`config.mk`:
```
export PLATFORM = sky130hd
export DESIGN_NAME = memory_access_ctrl
export DESIGN_NICKNAME = d
export VERILOG_FILES = /design/src/rtl/memory_access_ctrl.sv
export SDC_FILE = /design/constraint.sdc
export NUM_CORES = 1
export LEC_CHECK = 0
export CORE_MARGIN = 2
export CORE_UTILIZATION = 39
export DETAILED_ROUTE_END_ITERATION = 10
export GPL_TIMING_DRIVEN = 0
export PLACE_DENSITY = 0.79
export REMOVE_ABC_BUFFERS = 1
export SETUP_SLACK_MARGIN = 0.3
export SYNTH_ARGS = -nofsm -noshare
export SYNTH_HDL_FRONTEND = slang
export SYNTH_SLANG_ARGS = --single-unit
```
`constraint.sdc`:
```
create_clock -name clk -period 1.5 [get_ports clk]
set_input_delay 0.3 -clock clk [delete_from_list [all_inputs] [get_ports clk]]
set_output_delay 0.3 -clock clk [all_outputs]
set_load 0.05 [all_outputs]
```
`src/rtl/memory_access_ctrl.sv`:
```
// Stalling controller for a multi-cycle data memory: issues one load/store per instruction.
// Optional alignment check enabled by defining MEM_ALIGN_CHK_EN.
module memory_access_ctrl (
  input  logic        clk,
  input  logic        rst,
  input  logic [15:0] ALU_result_in,
  input  logic [15:0] write_data_in,
  input  logic        mem_read_in,
  input  logic        mem_write_in,
  output logic        mem_req,
  output logic [15:0] mem_addr,
  output logic [15:0] mem_wdata,
  output logic        mem_wr,
  input  logic        mem_done,
  input  logic [15:0] mem_rdata,
  output logic [15:0] read_data_out,
  output logic        stall_out,
  output logic        align_err
);

  localparam int unsigned DW = 16;

  typedef enum logic [1:0] {IDLE, BUSY, DONE} state_t;

  state_t        r_state;
  logic          r_mem_req;
  logic [DW-1:0] r_mem_addr;
  logic [DW-1:0] r_mem_wdata;
  logic          r_mem_wr;
  logic [DW-1:0] r_read_data;
  logic          r_align_err;

  logic w_req;
  logic w_misaligned;
  logic w_issue;
  logic w_stall;

  assign w_req = mem_read_in | mem_write_in;

`ifdef MEM_ALIGN_CHK_EN
  assign w_misaligned = ALU_result_in[0];
`else
  assign w_misaligned = 1'b0;
`endif

  assign w_issue = w_req & ~w_misaligned;

  // Single FSM process; a simultaneous read+write request is issued as a store.
  always_ff @(posedge clk) begin
    if (!rst) begin
      r_state     <= IDLE;
      r_mem_req   <= 1'b0;
      r_mem_addr  <= '0;
      r_mem_wdata <= '0;
      r_mem_wr    <= 1'b0;
      r_read_data <= '0;
      r_align_err <= 1'b0;
    end else begin
      case (r_state)
        IDLE: begin
          if (w_issue) begin
            r_mem_addr  <= ALU_result_in;
            r_mem_wdata <= write_data_in;
            r_mem_wr    <= mem_write_in;
            r_mem_req   <= 1'b1;
            r_state     <= BUSY;
          end else if (w_req && w_misaligned) begin
            r_align_err <= 1'b1;
          end
        end
        BUSY: begin
          if (mem_done) begin
            if (!r_mem_wr) begin
              r_read_data <= mem_rdata;
            end
            r_mem_req <= 1'b0;
            r_state   <= DONE;
          end
        end
        DONE: begin
          r_state <= IDLE;
        end
        default: begin
          r_state   <= IDLE;
          r_mem_req <= 1'b0;
        end
      endcase
    end
  end

  // Stall is combinational so the upstream stage freezes in the same cycle a request appears.
  always_comb begin
    w_stall = 1'b0;
    if (rst) begin
      case (r_state)
        IDLE:    w_stall = w_issue;
        BUSY:    w_stall = 1'b1;
        default: w_stall = 1'b0;
      endcase
    end
  end

  assign mem_req       = r_mem_req;
  assign mem_addr      = r_mem_addr;
  assign mem_wdata     = r_mem_wdata;
  assign mem_wr        = r_mem_wr;
  assign read_data_out = r_read_data;
  assign stall_out     = w_stall;
  assign align_err     = r_align_err;

endmodule

```
==> reports/summary.md, run 1 <==
Setup violations remaining at the end of the flow were counted as 0. The finished layout cell area is 3350 um^2, and the synthesized area is 2060 um^2. Total power for the finished layout comes to 3460 uW. The time the worst path needs with I/O delays and setup came out at 1.42 ns. At the worst endpoint, the required time is 1.20 ns. The flow ran to the end, and the final reports show no timing, DRC or antenna violations. Summing the areas of all compound-gate instances in the mapped netlist gives 6.02% of the synthesized area. The starting density of the core was 40.3%.

The type of the tightest min-delay check was in2reg. The depth of the CTS H-tree was 2. The run gives 0.0817 ns as the final worst-path setup slack.

The xor/xnor share of the synthesized area came out at 0%. The final wirelength was 5670 um; the post-synthesis sequential element count was 52. The total global routing track utilization was 17.0%.

The clock-pin slew on the worst setup and hold paths was 0.09 ns; the DRC violation count after routing was 0. Summing the areas of all and, or, nand and nor instances in the mapped netlist gives 21.0% of the synthesized area. For the worst setup path, the data arrival time is 1.12 ns. Max-cap violations in this run came to 0.

The worst setup path is of the reg2out kind. The overall die height was 76.6 um. The global routing stage identified its most utilized layer as met2.

Pin placement for this block handled 105 I/O pins. Derived from the worst setup path, the maximum achievable clock frequency is 0.705 GHz. The number of placement rows came out at 26. The initial DRC count is 88. Counting the fill cells in the layout gives 452. The die covers 5870 um^2. TritonCTS built the clock tree. Buffers inserted to repair hold after CTS numbered 0.

The static leakage was 0.00150 uW. Each instance of the synthesized netlist takes up on average 8.98 um^2. Clock latency on the worst-skew pair, taken at its later pin, is 0.30 ns. Setup repair after global routing could not meet its margin everywhere. 0 antenna diodes ended up in the layout. For the worst clock skew, the log shows 0.00382 ns.

The portion of synthesized area spent on multiplexers is 15.6%. STA classifies the critical path endpoint as an output pin. The maximum number of pins on one net before global-route repair is 103.

Before antenna repair, the detailed router went through 4 iterations. Final hold analysis gives a worst-case slack of 0.356 ns. Fraction of final layout cells sized beyond drive strength 1: 24.6%. In the global route stage, met1 resource usage came out at 20.8%. By area, the combinational part of the netlist is dominated by simple AND/OR/NAND/NOR gates. The critical path startpoint category was a flop.

The hold violation total from the final report is 0. Clock tree synthesis selected as its root buffer the cell clkbuf_8. The synthesized netlist devotes 0% of its cell area to adder and majority cells. The logs give 0 for the number of antenna violations at the first check in global routing and -0.965 ns for the worst slack at placement. At the end of the flow, the number of nets in the layout was 388. After layout, the worst path uses 94.6% of the clock period. In this run the deepest clock path goes through 2 buffers. The placed instances occupy a cell area of 3060 um^2. In this run the worst path has a maximum fanout of 7. The global routing usage on met2 is 28.3%, and the HPWL after detailed placement is 3160 um. The die is 76.6 um wide. The maximum VDD drop was 0.529 mV. For this block, the via count after detailed routing is 1923. The cell area power density came out at 1030 nW/um^2. The tools report the number of max-slew violations in the final report as 0.

The routed wirelength normalized by instance count was 14.1 um; the number of instances in the synthesized netlist was 229. The first global-routing pass estimated 8120 um of wire. The detail route stage leaves a number of antenna-violating nets equal to 0. Number of port buffers: 103.

In this run, CTS created clock tree buffers numbering 5. The tools report the count of distinct cell types in the synthesized netlist as 21. The met3 capacity usage during global routing is 5.57%. The number of warning messages in the yosys log was 0; the via count of the first global-routing pass was 1726. The final RePlAce weighted congestion was 0.682; the area of the core was 5110 um^2. Summing the sequential cell areas from Yosys gives 50.6% of the chip area. The sum of overflow across all layers after global routing came out at 0. The ratio of routed vias to standard cells was 4.77; the signed area change from the synthesized netlist to the final layout was 62.9%. Total clock sinks: 52.
## layout by cell type (no fill, tap or decap)
cell type        instances
a21oi_1                  1
a31o_2                   1
and4b_2                  1
buf_12                   4
buf_16                   3
buf_4                   48
buf_6                    6
clkbuf_16                3
clkbuf_4                 2
clkbuf_8                 5
clkdlybuf4s50_1         48
conb_1                   1
dfxtp_1                 49
dfxtp_2                  1
dfxtp_4                  2
dlygate4sd2_1            2
dlymetal6s2s_1           1
mux2i_1                 32
nand2_1                 81
nand3_1                 16
nand4bb_4                2
nor2_4                   1
nor3_2                   1
nor3b_1                  1
nor3b_4                  1
o211a_1                  1
o21a_1                   1
o21a_4                   1
o21ai_0                 17
## worst max-delay path, cell delays in order, from the launching register on
cell and delay (ns):
dfxtp_4 0.39, nor3b_4 0.23, buf_6 0.19
## path summary, 6_finish.rpt
| kind | start | endpoint | slack [ns] | depth (start not counted) |
|---|---|---|---|---|
| worst min register to register | mem_addr[4] | mem_addr[4] | 0.46 | 2 |
| worst max-delay path | r_state[1] | stall_out | 0.08 | 2 |
| worst min-delay path | rst | read_data_out[2] | 0.36 | 3 |
| worst max register to register | r_state[0] | mem_wdata[11] | 0.22 | 6 |
## where the power goes
part / total, uW / internal (uW) / switching (uW) / leakage, uW
logic: 1180 / 521 / 656 / 0.00104
clock network: 728 / 302 / 426 / 0.0000359
registers: 1550 / 1490 / 62.9 / 0.000429
## layout make-up
| class | count | area [um^2] | area share [%] |
|---|---|---|---|
| repair buffers | 117 | 1190 | 35.5 |
| flip-flops and latches | 52 | 1050 | 31.3 |
| multi-input cells | 159 | 953 | 28.5 |
| well taps | 70 | 87.6 | 2.61 |
| clock buffers | 5 | 68.8 | 2.05 |
## registers in the layout, summed over array words and instances (netlist names)
register / cells
mem_addr: 16
mem_wdata: 16
read_data_out: 16
r_state: 2
mem_req: 1
mem_wr: 1
## synthesized netlist by cell type, drive strengths merged
master / count / area share [%]
nor3b: 2 / 0.73
nor3: 1 / 0.24
nand4bb: 1 / 0.55
o21ai: 17 / 4.1
a21oi: 1 / 0.24
o21a: 2 / 0.73
nand2: 81 / 15
mux2i: 32 / 16
nor2: 1 / 0.30
o211a: 1 / 0.49
and4b: 1 / 0.55
clkbuf: 10 / 1.8
a31o: 1 / 0.43
dfxtp: 52 / 51
nand3: 16 / 3.9
buf: 9 / 4.7
conb: 1 / 0.18
## repair_timing
item	in CTS	in global routing
pin swaps	4	3
endpoints found under the setup margin	101	59
cloned	2	4
buffers inserted	5	3
resized for setup	318	21
## through the flow
| step | setup TNS [ns] | util (%) | cells |
|---|---|---|---|
| 4_1_cts | 0 | 61.9 | 396 |
| 5_1_grt | 0 | 65.6 | 403 |
| 3_3_place_gp | -103.68 | 59.5 | 383 |
| 2_1_floorplan | -19.46 | - | 210 |
| 3_5_place_dp | -23.78 | 59.9 | 384 |
| 6_report | 0 | 65.6 | 403 |
## routing by layer
layer  vias up  routed length [um]
li1        966                   -
met1       883                2510
met2        67                2750
met3         7                 349
met4         0                  60
met5         -                   0
## cells by family after synthesis
kind of cell | count (synthesis)
flops | 52
mux | 32
buf+inv | 19
other cells | 1
compound gates | 22
simple gates | 103
No activity file was read; power rests on OpenSTA's default activity.
==> run 2: changes to the inputs <==
CORE_UTILIZATION = 42   (was 39)
PLACE_DENSITY = 0.84   (was 0.79)
clock period = 1.67 ns   (was 1.5 ns; I/O delays follow)
==> run 2 against run 1 <==
Cell area is 4.4% lower. Cell count is 2.0% lower. Sequential cell count stayed put. Setup slack better by 0.18 ns. Worst hold slack better by 0.033 ns. Sequential share of layout area is 1.3 points higher. Clock skew is essentially flat. Non-clock buffer count decreased by 8. Register-to-register slack improved by 0.15 ns.
==> reports/summary.md, run 2 (synthesized netlist as in run 1, its figures left out) <==
The time the worst path needs with I/O delays and setup works out to 1.41 ns. The final net count is 380 (-2.1%). TritonCTS built the clock tree. The commonest non-fill, non-tap cell in the layout was nand2_1. The tools report the total clock sinks as 52 (unchanged).

The static leakage is 0.00139 uW (-7.1%), and the maximum VDD drop is 0.438 mV (-17%). The clock root buffer was clkbuf_8. Dividing the final minimum period by the clock period gives 84.6%.

The hold violation total from the final report was 0 (unchanged). The logs give 5 (unchanged) for the number of buffers inserted during clock tree synthesis and 99 (+13%) for the initial DRC count. The run gives 0 (unchanged) as the number of maximum-capacitance constraint violations. The routed wirelength normalized by instance count is 13.4 um (-5.0%).

The starting density of the core is 43.5% (+3.3 points), and the final wirelength is 5280 um (-6.9%). The logs give 0.29 ns (about the same) for the worst-skew pair later-pin latency and 0 (unchanged) for the number of nets with antenna violations after routing. The die width is 74.0 um (-3.5%). Traced cell by cell, the critical path runs through nor3_2 > nor3b_2 > buf_6.

The run gives 0 (unchanged) as the cts-stage hold buffer count. The logs give 25 (-3.8%) for the number of placement rows and 0 (unchanged) for the sum of overflow across all layers after global routing. The tightest min-delay check is of the in2reg type. Setup repair after global routing could not meet its margin everywhere. The number of port buffers works out to 103 (unchanged). Final hold slack: 0.389 ns (+0.0328 ns). The overall die height came out at 74.0 um (-3.5%). The worst-case reg-to-reg path depth is 4 (-2), and the cell area power density is 940 nW/um^2 (-8.9%). The final RePlAce weighted congestion is 0.750 (+9.8%), and the number of antenna violations at the first check in global routing is 0 (unchanged).

In the layout the commonest cells are nand2_1 (81), dfxtp_1 (50), clkdlybuf4s50_1 (48). The filler cell count in the final layout was 405 (-10%); the total global routing track utilization was 17.9% (+0.88 points). The full die area was 5470 um^2 (-6.8%); the number of buffers on the longest clock path was 2 (unchanged).

The flow ran to the end, and the final reports show no timing, DRC or antenna violations. The global-route wire length before repair is 7710 um (-5.0%). The total chip power is 3010 uW (-13%). The total via count after detailed routing was 1894 (-1.5%); the logic depth of the worst setup path including buffers was 3 (+1). The tools report the data required time of the worst path as 1.34 ns (+0.14 ns).

For the DRC violation count after routing, the log shows 0 (unchanged). By startpoint and endpoint, the worst setup path is classified as reg2out. The signed area change from the synthesized netlist to the final layout was 55.8%. The tools report the worst endpoint data arrival time as 1.08 ns (-0.04 ns). The final count of negative-setup-slack endpoints came out at 0 (unchanged). The worst clock skew is 0.00332 ns (-0.000499 ns). Cell family contributing the most delay on the critical path: flip-flops.

The number of max-slew violations in the final report was 0 (unchanged); the clock-pin slew on the worst setup and hold paths was 0.09 ns (about the same). The fraction of final layout cells sized beyond drive strength 1 is 22.6% (-2.1 points). Number of ports placed on the die boundary: 105 (unchanged). The number of antenna diodes was 0 (unchanged); the area of the core was 4720 um^2 (-7.5%).

For the depth of the CTS H-tree, the log shows 2 (unchanged). The ratio of routed vias to standard cells was 4.79 (+0.49%); the fmax was 0.708 GHz. The number of instances on the worst hold path came out at 3 (unchanged). The number of buffer and inverter instances along the worst setup path is 1 (unchanged). Number of iterations in the first detailed-routing pass: 4 (unchanged). Cell with the biggest individual delay on the critical path: dfxtp_4.

Stage delay of the slowest cell on the critical path: 0.37 ns (-0.02 ns). The maximum fanout along the worst path was 3 (-4). The worst setup path is launched from a flop.

The via count of the first global-routing pass came out at 1711 (-0.87%). The run gives 3170 um (+0.27%) as the HPWL after detailed placement. STA classifies the critical path endpoint as an output pin. The maximum number of pins on one net before global-route repair was 103 (unchanged).
-- run 2: changes by cell type in the layout (fill, tap and decap cells not counted), sizes merged --
cell	delta
clkdlybuf4s15	+16
clkdlybuf4s18	+10
buf	-31
-- run 2: metrics by stage --
step | instance area (um^2) | setup TNS, ns | util (%) | cells | setup WS, ns
finish | 3200 | 0 | 67.8 | 395 | 0.257
global route | 3200 | 0 | 67.8 | 395 | 0.196
CTS | 3280 | 0 | 69.4 | 393 | 0.183
detailed placement | 3060 | -12.63 | 64.7 | 381 | -0.818
global placement | 3040 | -94.42 | 64.3 | 380 | -2.85
floorplan | 1920 | -10.83 | - | 210 | -0.270
-- run 2: final cells by class --
type,instances,area [um^2],share of cell area (%)
Clock buffer,8,90.1,2.81
Timing Repair Buffer,109,1040,32.5
Tap cell,67,83.8,2.62
Multi-Input combinational cell,159,942,29.4
Sequential cell,52,1050,32.6
-- run 2: routing by layer --
| metal | global-route usage, % | share of wire (%) | routed length (um) |
|---|---|---|---|
| met1 | 21.8 | 44 | 2300 |
| met2 | 30.0 | 47 | 2460 |
| met5 | 0 | 0 | 0 |
| met4 | 5.66 | 0.83 | 44 |
| met3 | 6.10 | 9.0 | 473 |
-- run 2: tightest hold or removal path, delay by kind of cell --
kind / cells / cell delay (ns)
buf+inv: 1 / 0.16
simple gates: 1 / 0.09
mux: 1 / 0.05
-- run 2: what timing repair did --
item                       in CTS  in global routing
setup endpoints to repair      90                 64
buffers inserted                3                  0
cloned                          1                  2
pin swaps                       2                  1
resized for setup             170                 62
-- run 2: path summary, 6_finish.rpt --
check              start            to  slack (ns)
max           r_state[0]     stall_out        0.26
min                  rst  mem_wdata[9]        0.39
max reg2reg   r_state[1]   mem_addr[2]        0.37
min reg2reg  mem_addr[8]   mem_addr[8]        0.46
-- run 2: report_power, final --
part | leakage, uW | switching, uW | internal (uW) | total [uW]
sequential | 0.000428 | 49.7 | 1340 | 1390
clock | 0.0000455 | 375 | 339 | 714
combinational | 0.000921 | 561 | 349 | 911
==> variant 1 (config.mk and constraints of run 1) <==
Add a define of `MEM_ALIGN_CHK_EN`.
--- a/src/rtl/memory_access_ctrl.sv
+++ b/src/rtl/memory_access_ctrl.sv
@@ -1,5 +1,7 @@
 // Stalling controller for a multi-cycle data memory: issues one load/store per instruction.
 // Optional alignment check enabled by defining MEM_ALIGN_CHK_EN.
+`define MEM_ALIGN_CHK_EN
+
 module memory_access_ctrl (
   input  logic        clk,
   input  logic        rst,
Check against the original RTL: not equivalent (a bounded check fails within 4 cycles, from zero or initial values and one cycle with rst low).
==> variant 1 against run 1 <==
Design area grew 5.3%. Fmax shrank 5.0%. Synthesized cell count grew 0.44%. First-iteration DRC count shrank 8.0%. Power shrank 2.8%. Area after synthesis grew 1.3%. Largest power group unchanged. Setup slack lost 74 ps. Wire length grew 5.5%. Count of clock-buffer cells in the layout grew 2. Sequential cell count grew 1.
==> variant 1: results (changes against run 1) <==
| Metric | Value |
|---|---|
| Crit path launch | `mem_read_in` |
| Clk pin slew, worst setup/hold paths | `100 ps` |
| Port Buffers | `104 (+0.97%)` |
| Vias per inst | `4.80 (+0.69%)` |
| Worst-path maximum fanout | `3 (-4)` |
| Worst-margin pin slew | `510 ps` |
| Fillers | `429 (-5.1%)` |
| Worst Skew | `7.23 ps (+3.41 ps)` |
| Largest stage delay on the critical path | `260 ps (-130 ps)` |
| Synthesized area per cell | `9.06 um2 (+0.90%)` |
| Vias | `1994 (+3.7%)` |
| Finished Cell Area | `0.00353 mm2 (+5.3%)` |
| Final worst path period share | `99.5% (+5.0 points)` |
| Total track usage | `18.4% (+1.4 points)` |
| Reg-to-reg startpoint | `r_state[1]$_SDFFE_PN0P_` |
| Root Driver | `clkbuf_8` |
| Clk buf depth | `2 (unchanged)` |
| N_diodes | `0 (unchanged)` |
| Fraction of registers with async set/reset | `0% (unchanged)` |
| Final nets | `397 (+2.3%)` |
| Worst R2R Setup Slack | `80 ps (-140 ps)` |
| Vias in the first global route | `1860 (+7.8%)` |
| Total of warnings raised by yosys | `0 (unchanged)` |
| Gpl congestion | `0.720 (+5.5%)` |
| Worst Hold Class | `primary input to register` |
| Depth of the CTS H-tree | `2 (unchanged)` |
| Outcome | `finished clean` |
| CTS buffer count | `5 (unchanged)` |
| WL/cell | `14.4 um (+2.5%)` |
| Post-DP HPWL | `3400 um (+7.3%)` |
| Leakage | `1.48 nW (-1.6%)` |
| Critical path's slowest cell | `dlygate4sd2_1` |
| Share of layout cells above drive strength 1 | `29.6% (+4.9 points)` |
| Sequential share of the synthesized area | `50.9% (+0.29 points)` |
| Synth area leaders | `dfxtp_1 (51%), mux2i_1 (15%), nand2_1 (15%)` |
| Number of DRC markers in iteration 0 | `81 (-8.0%)` |
| Most instantiated cells after synthesis | `nand2_1 (81), dfxtp_1 (53), mux2i_1 (32), o21ai_0 (17), nand3_1 (16)` |
| First-pass GRT wire length | `8870 um (+9.2%)` |
| Inst Count DP | `389 (+1.3%)` |
| Critical path capture point | `stall_out` |
| Placed Area | `0.00314 mm2 (+2.5%)` |
| Worst-Skew Late Latency | `300 ps (about the same)` |
| Unique cell type count in the Yosys netlist | `20 (-4.8%)` |
| Worst vdd ir | `576 uV (+9.0%)` |
| Max-cap viol count | `0 (unchanged)` |
| Crit path DAT | `1190 ps (+70 ps)` |
| Largest net degree at the start of global routing | `103 (unchanged)` |
| Dpl ws | `-938 ps (+26.6 ps)` |
| Reg-to-reg endpoint | `mem_wdata[5]$_SDFFE_PN0P_` |
==> variant 1: report_power, final <==
group | total (W) | internal [W] | switching (W)
logic | 0.000952 | 0.000428 | 0.000524
registers | 0.00153 | 0.00149 | 0.0000482
clock network | 0.000873 | 0.000418 | 0.000455
==> variant 1: cell families (layout without fill, tap and decap cells) <==
group	count (synthesis)	in the layout	share of synthesized area, %
and+or+nand+nor	106	109	22.0
DFF	53	53	50.9
muxes	32	32	15.4
AOI/OAI and AO/OA	21	21	5.52
buffers and inverters	18	130	6.18
==> variant 1: area by class of cell <==
cell class                 count  share of cell area, %
clock buffer                   7                   2.73
clock inverter                 1                  0.142
multi-input combinational    162                   30.2
sequential                    53                   30.4
tap                           70                   2.48
timing repair buffer         122                   34.1
==> variant 1: layer usage <==
layer  part of all wire [%]  track usage, %
met5                      0               0
met3                    4.3            4.59
met2                     50            32.3
met4                   0.97            3.75
met1                     45            22.9
==> variant 1: worst min path at each step <==
stage	from	to	slack [ps]	cells past startpoint
finish	rst	mem_addr[13]$_SDFFE_PN0P_	410	3
global route	rst	mem_addr[0]$_SDFFE_PN0P_	420	3
CTS	rst	mem_addr[0]$_SDFFE_PN0P_	400	3
detailed placement	mem_addr[0]$_SDFFE_PN0P_	mem_addr[0]$_SDFFE_PN0P_	420	2
global placement	mem_addr[0]$_SDFFE_PN0P_	mem_addr[0]$_SDFFE_PN0P_	420	2
floorplan	rst	mem_req$_SDFFE_PN0P_	420	1
==> variant 1: worst max-delay path, delay by kind of cell <==
family          cells  cell delay, ps
simple gates        2             390
compound gates      1              90
buf+inv             2             410
==> variant 1: timing repair <==
action,4_1_cts,5_1_grt
buffers inserted,7,5
hold buffers,0,0
cloned,3,3
pin swaps,3,14
resized for setup,327,47
endpoints found under the setup margin,103,60
==> variant 2 (flow settings as in run 1) <==
Made on the original files. Re-encode `state_t` (3 states) as one-hot, 3 bits wide.
--- a/src/rtl/memory_access_ctrl.sv
+++ b/src/rtl/memory_access_ctrl.sv
@@ -20,7 +20,7 @@
 
   localparam int unsigned DW = 16;
 
-  typedef enum logic [1:0] {IDLE, BUSY, DONE} state_t;
+  typedef enum logic [2:0] {IDLE = 3'b001, BUSY = 3'b010, DONE = 3'b100} state_t;
 
   state_t        r_state;
   logic          r_mem_req;
Behaviour: same outputs for any inputs over 10 cycles, from zero or initial values and one cycle with rst low; not proved beyond that.
==> variant 2 against run 1 <==
The flow now finishes with violations (setup timing). Worst hold slack improved by 100 ps. Critical path type unchanged. Critical path depth increased by 2. First-iteration DRC count increased by 1.1%. Core utilization decreased by 1.7 points. Global-route usage increased by 3.5 points. Largest power group unchanged. Wire length increased by 17%. Cell count increased by 6.0%. Combinational power increased by 9%. Sequential cell count increased by 1. Design area increased by 4.4%. Setup slack got worse by 430 ps. Power increased by 6.0%. Area after synthesis increased by 7.2%.
==> variant 2: results (changes against run 1) <==
| Metric | Value |
|---|---|
| Outcome | `finished with violations` |
| Failing checks | `setup timing` |
| Post-DP HPWL | `3800 um (+20%)` |
| PnR worst setup slack | `-344 ps (-425 ps)` |
| Clk network pwr share | `21.9% (+0.8 points)` |
| Flop and latch count out of synthesis | `53 (+1.9%)` |
| Crit path DAT | `1540 ps (+420 ps)` |
| WL/cell | `15.6 um (+11%)` |
| Most instantiated cells after synthesis | `dfxtp_1 (53), o21ai_0 (34), nand2_1 (33), nand3_1 (32), a21boi_0 (23)` |
| First-pass GRT wire length | `10100 um (+25%)` |
| Gate power share | `35.3% (+1.2 points)` |
| Final setup violation count | `16 (+16)` |
| Nonclk buf count | `121 (+3.4%)` |
| Tot Pwr | `0.00366 W (+6.0%)` |
| Compound-Gate Fraction of Synth Area | `20.4% (+14 points)` |
| Setup Fix Bufs, Post-CTS | `10 (+5)` |
| Leakage | `1.41 nW (-5.9%)` |
| Number of DRC markers in iteration 0 | `89 (+1.1%)` |
| Worst vdd ir | `544 uV (+2.8%)` |
| Unique cell type count in the Yosys netlist | `30 (+43%)` |
| Total track usage | `20.6% (+3.5 points)` |
| Non-Filler Instances | `427 (+6.0%)` |
| Worst-path maximum fanout | `2 (-5)` |
| Reg-to-reg startpoint | `r_state[2]$_SDFFE_PN0P_` |
| Share of layout cells above drive strength 1 | `26.8% (+2.1 points)` |
| GR Layer Usage met3 | `2.95% (-2.6 points)` |
| Switching Share | `34.1% (+0.98 points)` |
| Vias | `2175 (+13%)` |
| Fraction of area in registers | `30.7% (-0.60 points)` |
| Worst Hold Class | `register to register` |
| Reg-to-reg endpoint | `read_data_out[6]$_SDFFE_PN0P_` |
| Post-cts gate resize count | `310 (-2.5%)` |
| Inverters excl. clock | `2 (+2)` |
| Clock Buffer Count | `7 (+2)` |
| Met2 usage | `33.5% (+5.2 points)` |
| Layout non-clock buf frac | `32.4% (-3.1 points)` |
| Area of the multi-input gates | `0.00110 mm2 (+16%)` |
## variant 2: changes by cell type in the layout (fill, tap and decap cells not counted), moves of 9 or more
cell | before | now
nand3_1 | 16 | 32
buf_4 | 48 | 39
clkbuf_4 | 2 | 16
a21boi_1 | 0 | 26
nand2_1 | 81 | 33
mux2i_1 | 32 | 16
## variant 2: metrics by stage
step | cell area, um2 | setup TNS [ps] | setup WS (ps) | hold WS, ps
6_report | 3500 | -559 | -344 | 461
3_5_place_dp | 3290 | -22880 | -1450 | 449
3_3_place_gp | 3200 | -73730 | -2350 | 441
2_1_floorplan | 2080 | -25570 | -788 | 383
4_1_cts | 3370 | -326 | -324 | 461
5_1_grt | 3500 | -1840 | -395 | 484
## variant 2: how the worst min path moves through the flow
stage | start | end | slack (ps)
floorplan | rst | r_state[0]$_SDFFE_PN1P_ | 380
global placement | read_data_out[14]$_SDFFE_PN0P_ | read_data_out[14]$_SDFFE_PN0P_ | 440
detailed placement | read_data_out[15]$_SDFFE_PN0P_ | read_data_out[15]$_SDFFE_PN0P_ | 450
CTS | read_data_out[15]$_SDFFE_PN0P_ | read_data_out[15]$_SDFFE_PN0P_ | 460
global route | mem_wdata[2]$_SDFFE_PN0P_ | mem_wdata[2]$_SDFFE_PN0P_ | 480
finish | read_data_out[15]$_SDFFE_PN0P_ | read_data_out[15]$_SDFFE_PN0P_ | 460
## variant 2: cells by family after synthesis
group,after synthesis
and+or+nand+nor,80
other,1
DFF,53
buffers and inverters,28
muxes,16
AOI/OAI and AO/OA,71
## variant 2: per-layer routing
metal,share of wire (%),wire [um],vias up
li1,-,-,1075
met1,46,3050,1037
met2,49,3230,59
met3,4.6,308,4
met4,0.87,58,0
met5,0,0,-
